### src/rtl/mips_muldiv_unit_if.sv
// Handshake and data bus between the pipeline and the multiply/divide unit.
// The pipeline drives requests and direct HI/LO writes; the unit returns status and HI/LO.
interface mips_muldiv_unit_if #(
  parameter int DATA_WIDTH = 32
);
  logic                  start;
  logic [1:0]            op;
  logic [DATA_WIDTH-1:0] A;
  logic [DATA_WIDTH-1:0] B;
  logic                  mthi;
  logic                  mtlo;
  logic [DATA_WIDTH-1:0] wdata;
  logic                  busy;
  logic                  done;
  logic [DATA_WIDTH-1:0] hi;
  logic [DATA_WIDTH-1:0] lo;
  logic                  div_by_zero;

  modport master (
    output start, op, A, B, mthi, mtlo, wdata,
    input  busy, done, hi, lo, div_by_zero
  );

  modport slave (
    input  start, op, A, B, mthi, mtlo, wdata,
    output busy, done, hi, lo, div_by_zero
  );
endinterface

### src/rtl/mips_muldiv_unit.sv
// Iterative MIPS HI/LO unit: shift-add multiply and restoring divide on magnitudes,
// one bit per cycle, with a FIX cycle that applies signs before HI/LO are committed.
module mips_muldiv_unit #(
  parameter int DATA_WIDTH = 32
) (
  input logic               clk,
  input logic               reset,
  mips_muldiv_unit_if.slave bus
);
  localparam int W  = DATA_WIDTH;
  localparam int CW = $clog2(W) + 1;

  localparam logic [1:0] OP_MULT = 2'b01;
  localparam logic [1:0] OP_DIV  = 2'b11;

  typedef enum logic [1:0] {IDLE, RUN, FIX, DONE} state_t;

  state_t          r_state;
  logic [1:0]      r_op;
  logic [W-1:0]    r_a;
  logic [W-1:0]    r_mcand;
  logic [W-1:0]    r_upper;
  logic [W-1:0]    r_lower;
  logic [W-1:0]    r_hi;
  logic [W-1:0]    r_lo;
  logic            r_negA;
  logic            r_negB;
  logic            r_bzero;
  logic            r_busy;
  logic            r_done;
  logic            r_dbz;
  logic [CW-1:0]   r_count;

  logic            w_signed;
  logic [W-1:0]    w_magA;
  logic [W-1:0]    w_magB;
  logic [W:0]      w_mulSum;
  logic [W:0]      w_divShift;
  logic [W:0]      w_divDiff;
  logic [2*W-1:0]  w_prod;
  logic [W-1:0]    w_quo;
  logic [W-1:0]    w_rem;
  logic [W-1:0]    w_resHi;
  logic [W-1:0]    w_resLo;

  // op[0] marks the signed variants (MULT, DIV); the datapath only ever sees magnitudes.
  always_comb begin
    w_signed   = bus.op[0];
    w_magA     = (w_signed && bus.A[W-1]) ? -bus.A : bus.A;
    w_magB     = (w_signed && bus.B[W-1]) ? -bus.B : bus.B;
    w_mulSum   = {1'b0, r_upper} + (r_lower[0] ? {1'b0, r_mcand} : '0);
    w_divShift = {r_upper, r_lower[W-1]};
    w_divDiff  = w_divShift - {1'b0, r_mcand};

    w_prod = {r_upper, r_lower};
    if (r_op == OP_MULT && (r_negA ^ r_negB)) begin
      w_prod = -{r_upper, r_lower};
    end

    w_quo = r_lower;
    w_rem = r_upper;
    if (r_op == OP_DIV) begin
      if (r_negA ^ r_negB) w_quo = -r_lower;
      if (r_negA)          w_rem = -r_upper;
    end

    w_resHi = w_prod[2*W-1:W];
    w_resLo = w_prod[W-1:0];
    if (r_op[1]) begin
      w_resHi = r_bzero ? r_a : w_rem;
      w_resLo = r_bzero ? '1  : w_quo;
    end
  end

  // Multiply keeps the multiplier in r_lower and shifts the product in from the top;
  // divide shifts the dividend out of r_lower while quotient bits fill in from below.
  always_ff @(posedge clk) begin
    if (!reset) begin
      r_state <= IDLE;
      r_op    <= '0;
      r_a     <= '0;
      r_mcand <= '0;
      r_upper <= '0;
      r_lower <= '0;
      r_hi    <= '0;
      r_lo    <= '0;
      r_negA  <= 1'b0;
      r_negB  <= 1'b0;
      r_bzero <= 1'b0;
      r_busy  <= 1'b0;
      r_done  <= 1'b0;
      r_dbz   <= 1'b0;
      r_count <= '0;
    end else begin
      case (r_state)
        IDLE, DONE: begin
          r_done <= 1'b0;
          if (bus.start) begin
            r_state <= RUN;
            r_busy  <= 1'b1;
            r_dbz   <= 1'b0;
            r_count <= '0;
            r_op    <= bus.op;
            r_a     <= bus.A;
            r_negA  <= w_signed && bus.A[W-1];
            r_negB  <= w_signed && bus.B[W-1];
            r_bzero <= (bus.B == '0);
            r_upper <= '0;
            r_lower <= bus.op[1] ? w_magA : w_magB;
            r_mcand <= bus.op[1] ? w_magB : w_magA;
          end else begin
            r_state <= IDLE;
            if (bus.mthi) r_hi <= bus.wdata;
            if (bus.mtlo) r_lo <= bus.wdata;
          end
        end
        RUN: begin
          if (r_op[1]) begin
            if (!w_divDiff[W]) begin
              r_upper <= w_divDiff[W-1:0];
              r_lower <= {r_lower[W-2:0], 1'b1};
            end else begin
              r_upper <= w_divShift[W-1:0];
              r_lower <= {r_lower[W-2:0], 1'b0};
            end
          end else begin
            r_upper <= w_mulSum[W:1];
            r_lower <= {w_mulSum[0], r_lower[W-1:1]};
          end
          r_count <= r_count + CW'(1);
          if (r_count == CW'(W - 1)) r_state <= FIX;
        end
        FIX: begin
          r_hi    <= w_resHi;
          r_lo    <= w_resLo;
          r_dbz   <= r_op[1] && r_bzero;
          r_busy  <= 1'b0;
          r_done  <= 1'b1;
          r_count <= '0;
          r_state <= DONE;
        end
        default: r_state <= IDLE;
      endcase
    end
  end

  assign bus.busy        = r_busy;
  assign bus.done        = r_done;
  assign bus.hi          = r_hi;
  assign bus.lo          = r_lo;
  assign bus.div_by_zero = r_dbz;
endmodule

### src/flat_wrapper.sv
// flat-port wrapper written by rule: the top's interface ports become plain ports
module mips_muldiv_unit_flat 
#(
  parameter int DATA_WIDTH = 32
)
  (clk, reset, bus_start, bus_op, bus_A, bus_B, bus_mthi, bus_mtlo, bus_wdata, bus_busy, bus_done, bus_hi, bus_lo, bus_div_by_zero);
  mips_muldiv_unit_if #(.DATA_WIDTH(DATA_WIDTH)) bus_i ();
  input logic clk;
  input logic reset;
  input wire logic [$bits(bus_i.start)-1:0] bus_start;
  input wire logic [$bits(bus_i.op)-1:0] bus_op;
  input wire logic [$bits(bus_i.A)-1:0] bus_A;
  input wire logic [$bits(bus_i.B)-1:0] bus_B;
  input wire logic [$bits(bus_i.mthi)-1:0] bus_mthi;
  input wire logic [$bits(bus_i.mtlo)-1:0] bus_mtlo;
  input wire logic [$bits(bus_i.wdata)-1:0] bus_wdata;
  output wire logic [$bits(bus_i.busy)-1:0] bus_busy;
  output wire logic [$bits(bus_i.done)-1:0] bus_done;
  output wire logic [$bits(bus_i.hi)-1:0] bus_hi;
  output wire logic [$bits(bus_i.lo)-1:0] bus_lo;
  output wire logic [$bits(bus_i.div_by_zero)-1:0] bus_div_by_zero;
  assign bus_i.start = bus_start;
  assign bus_i.op = bus_op;
  assign bus_i.A = bus_A;
  assign bus_i.B = bus_B;
  assign bus_i.mthi = bus_mthi;
  assign bus_i.mtlo = bus_mtlo;
  assign bus_i.wdata = bus_wdata;
  assign bus_busy = bus_i.busy;
  assign bus_done = bus_i.done;
  assign bus_hi = bus_i.hi;
  assign bus_lo = bus_i.lo;
  assign bus_div_by_zero = bus_i.div_by_zero;
  mips_muldiv_unit #(.DATA_WIDTH(DATA_WIDTH)) u_core (.clk(clk), .reset(reset), .bus(bus_i));
endmodule
### config.mk
export PLATFORM = sky130hd
export DESIGN_NAME = mips_muldiv_unit_flat
export DESIGN_NICKNAME = d
export VERILOG_FILES = /design/src/rtl/mips_muldiv_unit_if.sv /design/src/rtl/mips_muldiv_unit.sv /design/src/flat_wrapper.sv
export SDC_FILE = /design/constraint.sdc
export NUM_CORES = 1
export LEC_CHECK = 0
export BUFFER_PORTS_ARGS = -buffer_cell sky130_fd_sc_hd__buf_2
export CAP_MARGIN = 10
export CORE_MARGIN = 2
export CORE_UTILIZATION = 40
export CTS_CLUSTER_SIZE = 10
export DETAILED_ROUTE_END_ITERATION = 8
export GPL_ROUTABILITY_DRIVEN = 0
export MAX_ROUTING_LAYER = met4
export SLEW_MARGIN = 10
export SYNTH_ARGS = -nofsm -noshare
export SYNTH_HDL_FRONTEND = slang
export SYNTH_SLANG_ARGS = --single-unit
export TNS_END_PERCENT = 20
### constraint.sdc
create_clock -name clk -period 4.07 [get_ports clk]
set_input_delay 0.407 -clock clk [delete_from_list [all_inputs] [get_ports clk]]
set_output_delay 0.407 -clock clk [all_outputs]
set_load 0.1 [all_outputs]
=== After elaboration in Yosys (flattened, before gate mapping) ===
Cells that the tools add are included.

* Flip-flop bits (word level): 208
* Bits in latches: 0
* Memory bits (writable): 0
* ROM bits: 0
* Input bits: 103
* Memories: 0

* Add/subtract/negate cells: 8
* Multiply operators: 0
* Div/mod/pow operators: 0
* Order comparisons: 0
* Eq/ne operators: 11
* Shift-type cells: 0
* Mux-type cells: 38
* Bitwise gates (word level): 1
* Reduce and logical (&&, ||, !) cells: 14

{| class="wikitable"
|+ Operators by type and width
! cell !! number
|-
| 2-to-1 mux 32 bit || 22
|-
| case mux 32 bit (2 select lines) || 4
|-
| negator 32 bit || 4
|-
| 2-to-1 mux 64 bit || 1
|-
| negator 64 bit || 1
|-
| adder 32 x 33 -> 33 bit || 1
|-
| subtractor 33 x 32 -> 33 bit || 1
|-
| zero test 32 bit || 1
|-
| case mux 6 bit (3 select lines) || 1
|-
| inequality test 2 bit (second input constant) || 4
|-
| adder 6 x 1 -> 6 bit (second input constant) || 1
|-
| equality test 2 bit (second input constant) || 3
|-
| equality test 6 x 5 -> 1 bit (second input constant) || 1
|-
| 2-to-1 mux 6 bit || 1
|-
| case mux 1 bit (2 select lines) || 3
|-
| case mux 2 bit (3 select lines) || 1
|-
| AND reduction 2 bit || 3
|-
| AND reduction 3 bit || 2
|-
| equality test 2 x 1 -> 1 bit (second input constant) || 2
|-
| logical AND 1 bit || 4
|-
| 2-to-1 mux 1 bit || 4
|-
| nonzero test 2 bit || 2
|-
| zero test 2 bit || 1
|-
| 2-to-1 mux 2 bit || 1
|-
| other kinds (3) || 3
|}

=== Longest topological paths before layout ===
* Depth after elaboration: 6
* Mapped depth: 14

=== Worst setup path before layout ===
Ideal clock, no wire load.

* Kind: register to register
* From: register u_core.r_lower[31]
* To: register u_core.r_upper[12]
* Setup time: 0.074 ns
* Arrival time: 3.231 ns
* Data required time: 3.996 ns
* Path slack: 0.764 ns
* Cell stages (with the launch flop): 15
* Cells stage by stage: dfxtp_1 > inv_1 > ha_1 > fa_1 > nand2b_1 > a21oi_1 > o21ai_0 > o211ai_1 > a2111oi_0 > nor3_1 > clkbuf_1 > clkbuf_1 > buf_1 > a21oi_1 > o21ai_0

* Cells in the longest elaborated chain, start to end: 4

{| class="wikitable"
|+ Ends and longest elaborated chain
! what !! line !! text
|-
| start: declaration || mips_muldiv_unit.sv:23 || <nowiki>logic [W-1:0] r_lower;</nowiki>
|-
| start signal: assignment || mips_muldiv_unit.sv:109 || <nowiki>r_lower <= bus.op[1] ? w_magA : w_magB;</nowiki>
|-
| start signal: assignment || mips_muldiv_unit.sv:121 || <nowiki>r_lower <= {r_lower[W-2:0], 1'b1};</nowiki>
|-
| start signal: assignment || mips_muldiv_unit.sv:124 || <nowiki>r_lower <= {r_lower[W-2:0], 1'b0};</nowiki>
|-
| subtractor 33 x 32 -> 33 bit || mips_muldiv_unit.sv:53 || <nowiki>w_divDiff = w_divShift - {1'b0, r_mcand};</nowiki>
|-
| 2-to-1 mux 32 bit || mips_muldiv_unit.sv:119 || <nowiki>if (!w_divDiff[W]) begin</nowiki>
|-
| 2-to-1 mux 32 bit || mips_muldiv_unit.sv:118 || <nowiki>if (r_op[1]) begin</nowiki>
|-
| case mux 32 bit (2 select lines) || mips_muldiv_unit.sv:95 || <nowiki>case (r_state)</nowiki>
|-
| end signal: assignment || mips_muldiv_unit.sv:120 || <nowiki>r_upper <= w_divDiff[W-1:0];</nowiki>
|-
| end signal: assignment || mips_muldiv_unit.sv:123 || <nowiki>r_upper <= w_divShift[W-1:0];</nowiki>
|-
| end signal: assignment || mips_muldiv_unit.sv:127 || <nowiki>r_upper <= w_mulSum[W:1];</nowiki>
|-
| end: declaration || mips_muldiv_unit.sv:22 || <nowiki>logic [W-1:0] r_upper;</nowiki>
|}

Every way passes these cells.
A chain may end at the register's enable or synchronous reset.

=== Worst setup path after layout ===
* From: register u_core.r_lower[0]
* To: register u_core.r_upper[25]

* Cells in the longest elaborated chain, start to end: 4

{| class="wikitable"
|+ Ends and longest elaborated chain
! what !! line !! text
|-
| 2-to-1 mux 32 bit || mips_muldiv_unit.sv:51 || <nowiki>w_mulSum = {1'b0, r_upper} + (r_lower[0] ? {1'b0, r_mcand} : '0);</nowiki>
|-
| adder 32 x 33 -> 33 bit || mips_muldiv_unit.sv:51 ||
|-
| 2-to-1 mux 32 bit || mips_muldiv_unit.sv:118 ||
|-
| case mux 32 bit (2 select lines) || mips_muldiv_unit.sv:95 ||
|}

Every way passes these cells.

==> impl_metrics.csv <==
group,metric,value,unit
placement,port_buffers,169,
clock_network,cts-root-buf,"clkbuf_16",
worst_setup_path,rr_startpoint,"u_core.r_lower[0]",
logic_synthesis,synth_top_cells_by_count,"315 x a21oi_1, 284 x nand2_1, 257 x nor2_1",
clock_network,htreeDepth,1,
flow_run,drv_cap,0,
timing,setup_ws,132,ps
run_status,outcome,"completed",
placement,place_ws,42.4,ps
timing,whs,120,ps
clock_network,insertion_delay,570,ps
route,via_per_inst,6.23,
route,firstDrtPassIters,8,
worst_setup_path,cp_top_family,"compound AO/OA/AOI/OAI gates",
global_routing,grt_max_degree,101,
worst_setup_path,crit_arrival,4420,ps
timing,maxSlewViolCount,0,
logic_synthesis,async_reset_ff_frac,0,
floorplan,chipWidth,209,um
floorplan,core,0.0418,mm^2
floorplan,die_area,0.0438,mm^2
route,antenna_left,0,
power,leakage,7.96,nW
worst_setup_path,crit_path_start_kind,"flop",
clock_network,cts_inserted_buffers,27,
worst_setup_path,end_kind,"flop",
route,num_vias,18974,
timing,fin_crit,3940,ps
logic_synthesis,synthCells,2380,
logic_synthesis,avgSynthCellArea,7.08,um^2
global_routing,grt_first_pass_wirelength,105,mm
power,finalPower,13.2,mW
timing,finalHoldViolCount,0,
worst_setup_path,r2r-end,"u_core.r_upper[25]",
timing,rsz0062_at_grt,"true",
hold_path,min_to,"u_core.r_a[29]",
logic_synthesis,ys_seq_elements,208,
worst_setup_path,crit_required,4550,ps
placement,dp_hpwl,52.5,mm
clock_network,clkSinkCount,208,
logic_synthesis,yosysUniqueCellTypes,87,
worst_setup_path,critPathBufInv,2,
hold_path,hold_path.class,"in2reg",
worst_setup_path,reg2reg_slack,130,ps
timing,setup_viol,0,
hold_path,worstHoldPathCells,3,
worst_setup_path,cp_max_fo,16,
worst_setup_path,crit_slowest_cell,"dfxtp_1",
logic_synthesis,yosysTopAreaCellShare,0.247,
timing,fmax,254,MHz
power,p_per_area,684,mW/mm^2
timing,tns,0,ps
route,post_drt_wl_per_cell,22.7,um
worst_setup_path,critPathKind,"reg2reg",
timing,post-route-period-util,0.967,
layout,fin_util,0.461,
route,wl_met1,29.8,mm
power,ir_worst_vdd,434,uV
worst_setup_path,slowest_delay,560,ps
route,dr_wl_met3,7.53,mm
route,dr_wl_met2,28.5,mm
floorplan,die_height,209,um
layout,stdcell_area,0.0193,mm^2
clock_network,holdBufCountCts,0,
route,wl,69.1,mm
route,drc,0,
timing,tightest_slew,1140,ps
worst_setup_path,crit_chain,"inv_1, buf_4, nor2_1, ha_1, o21a_1, o211ai_1, a211o_1, nand4_1, a311o_1, a21o_1, a221oi_1, mux2_2, o31ai_1",
logic_synthesis,synth_largest_area_cell,"dfxtp_1",
logic_synthesis,syn_nets,2557,
layout,fin_cells,3047,
logic_synthesis,synth_warnings,0,
global_routing,track_usage,0.314,
hold_path,hold_start,"bus_A[29]",
placement,post-place-cells,3004,
placement,placed_area,0.0184,mm^2
clock_network,cts_tree,"built",
logic_synthesis,syn_area,0.0168,mm^2
floorplan,row_count,75,
floorplan,start_util,0.403,
logic_synthesis,post-synth-top-count-cell,"a21oi_1",
worst_setup_path,worstSetupPathDepth,13,
timing,slew_headroom,0.239,
logic_synthesis,synthTopCellsByArea,"dfxtp_1 25%, a21oi_1 9.4%, nand2_1 6.3%",
global_routing,antenna_found_initial,1,
route,drtIter0Drc,2294,
layout,final_nets,2671,
global_routing,grt-ovfl-total,0,
logic_synthesis,synth_top_flop_cell,"dfxtp_1",
layout,drive_gt1_frac,0.141,
logic_synthesis,synth_edf_count,0,
route,top_layer_used,"met4",
timing,skew,9.52,ps
floorplan,io_pins,170,
clock_network,clk_pin_slew,60,ps
worst_setup_path,ff2ff_path_depth,13,
global_routing,grt_pass1_vias,17245,
clock_network,clock_path_buffers,3,
logic_synthesis,ys_seq_area_frac,0.247,
layout,layout-area-overhead-vs-synth,14.3,%
-- worst reg2reg max path, stage by stage, from the launching register on --
cell      delay, ps
dfxtp_1         560
inv_1           270
buf_4           270
nor2_1          150
ha_1            310
o21a_1          200
o211ai_1        250
a211o_1         170
nand4_1         170
a311o_1         340
a21o_1          220
a221oi_1        340
mux2_2          390
o31ai_1         210
-- placed cells by master, fill, tap and decap left out, types with 23 or more instances in the layout --
cell         n
nand2_1    283
inv_1       70
nor4_1      23
dfxtp_1    207
buf_2      169
ha_1        71
nor2_1     256
o211ai_1    35
nand3_1     40
a31oi_1     27
xor2_1      83
a211oi_1    36
o221ai_1    25
a21o_1      32
buf_4       83
xnor2_1     89
a21oi_1    312
clkbuf_16   28
mux2i_1     30
o21ai_0    190
nor3_1      53
o31ai_1     24
-- worst max path at each step --
stage | slack [ps] | end | startpoint
2_1_floorplan | 760 | u_core.r_upper[12] | u_core.r_lower[31]
3_3_place_gp | -9 | u_core.r_upper[24] | u_core.r_lower[31]
3_5_place_dp | 40 | u_core.r_upper[24] | u_core.r_lower[31]
4_1_cts | 130 | u_core.r_upper[30] | u_core.r_lower[0]
5_1_grt | -20 | u_core.r_upper[24] | u_core.r_lower[31]
6_report | 130 | u_core.r_upper[25] | u_core.r_lower[0]
-- registers in the layout, summed over array words and instances, names as in the netlist, 2 cells and up --
register        count
u_core.r_state      2
u_core.r_a         32
u_core.r_upper     32
u_core.r_count      6
u_core.r_lower     32
u_core.r_mcand     32
u_core.r_op         2
u_core.bus.lo      32
u_core.bus.hi      32
-- layer usage --
layer	GRT usage	vias up
met5	-	-
met4	0.128	0
met3	0.0666	154
met2	0.445	1075
met1	0.431	8924
li1	-	8821
-- final cells by class --
type	instances	area, um^2
Sequential cell	208	4170
Multi-Input combinational cell	1931	11800
Timing Repair Buffer	253	1490
Clock inverter	6	45.0
Tap cell	539	674
Antenna cell	1	2.50
Fill cell	4262	22500
Inverter	73	275
Clock buffer	36	781
-- report_power, final --
part / internal (mW) / leakage (nW) / total, mW / switching [mW]
clock: 1.33 / 0.414 / 2.30 / 0.972
sequential: 2.65 / 1.71 / 3.29 / 0.635
combinational: 1.91 / 5.83 / 7.57 / 5.66
-- what timing repair did --
item	in CTS	in global routing
setup buffers	0	0
setup endpoints to repair	1	5
resized for setup	1	3
-- cell families (layout without fill, tap and decap cells) --
logic type / after synthesis / after routing / share of synthesized area
AO/OA/AOI/OAI: 829 / 829 / 0.302
AND/OR/NAND/NOR: 804 / 804 / 0.219
adder cells (fa/ha/maj): 74 / 74 / 0.0559
other: 0 / 1 / 0
buffers and inverters: 241 / 368 / 0.0544
XOR/XNOR: 172 / 172 / 0.0894
multiplexers: 52 / 52 / 0.0325
flip-flops: 208 / 208 / 0.247
No activity file was read; power rests on OpenSTA's default activity.
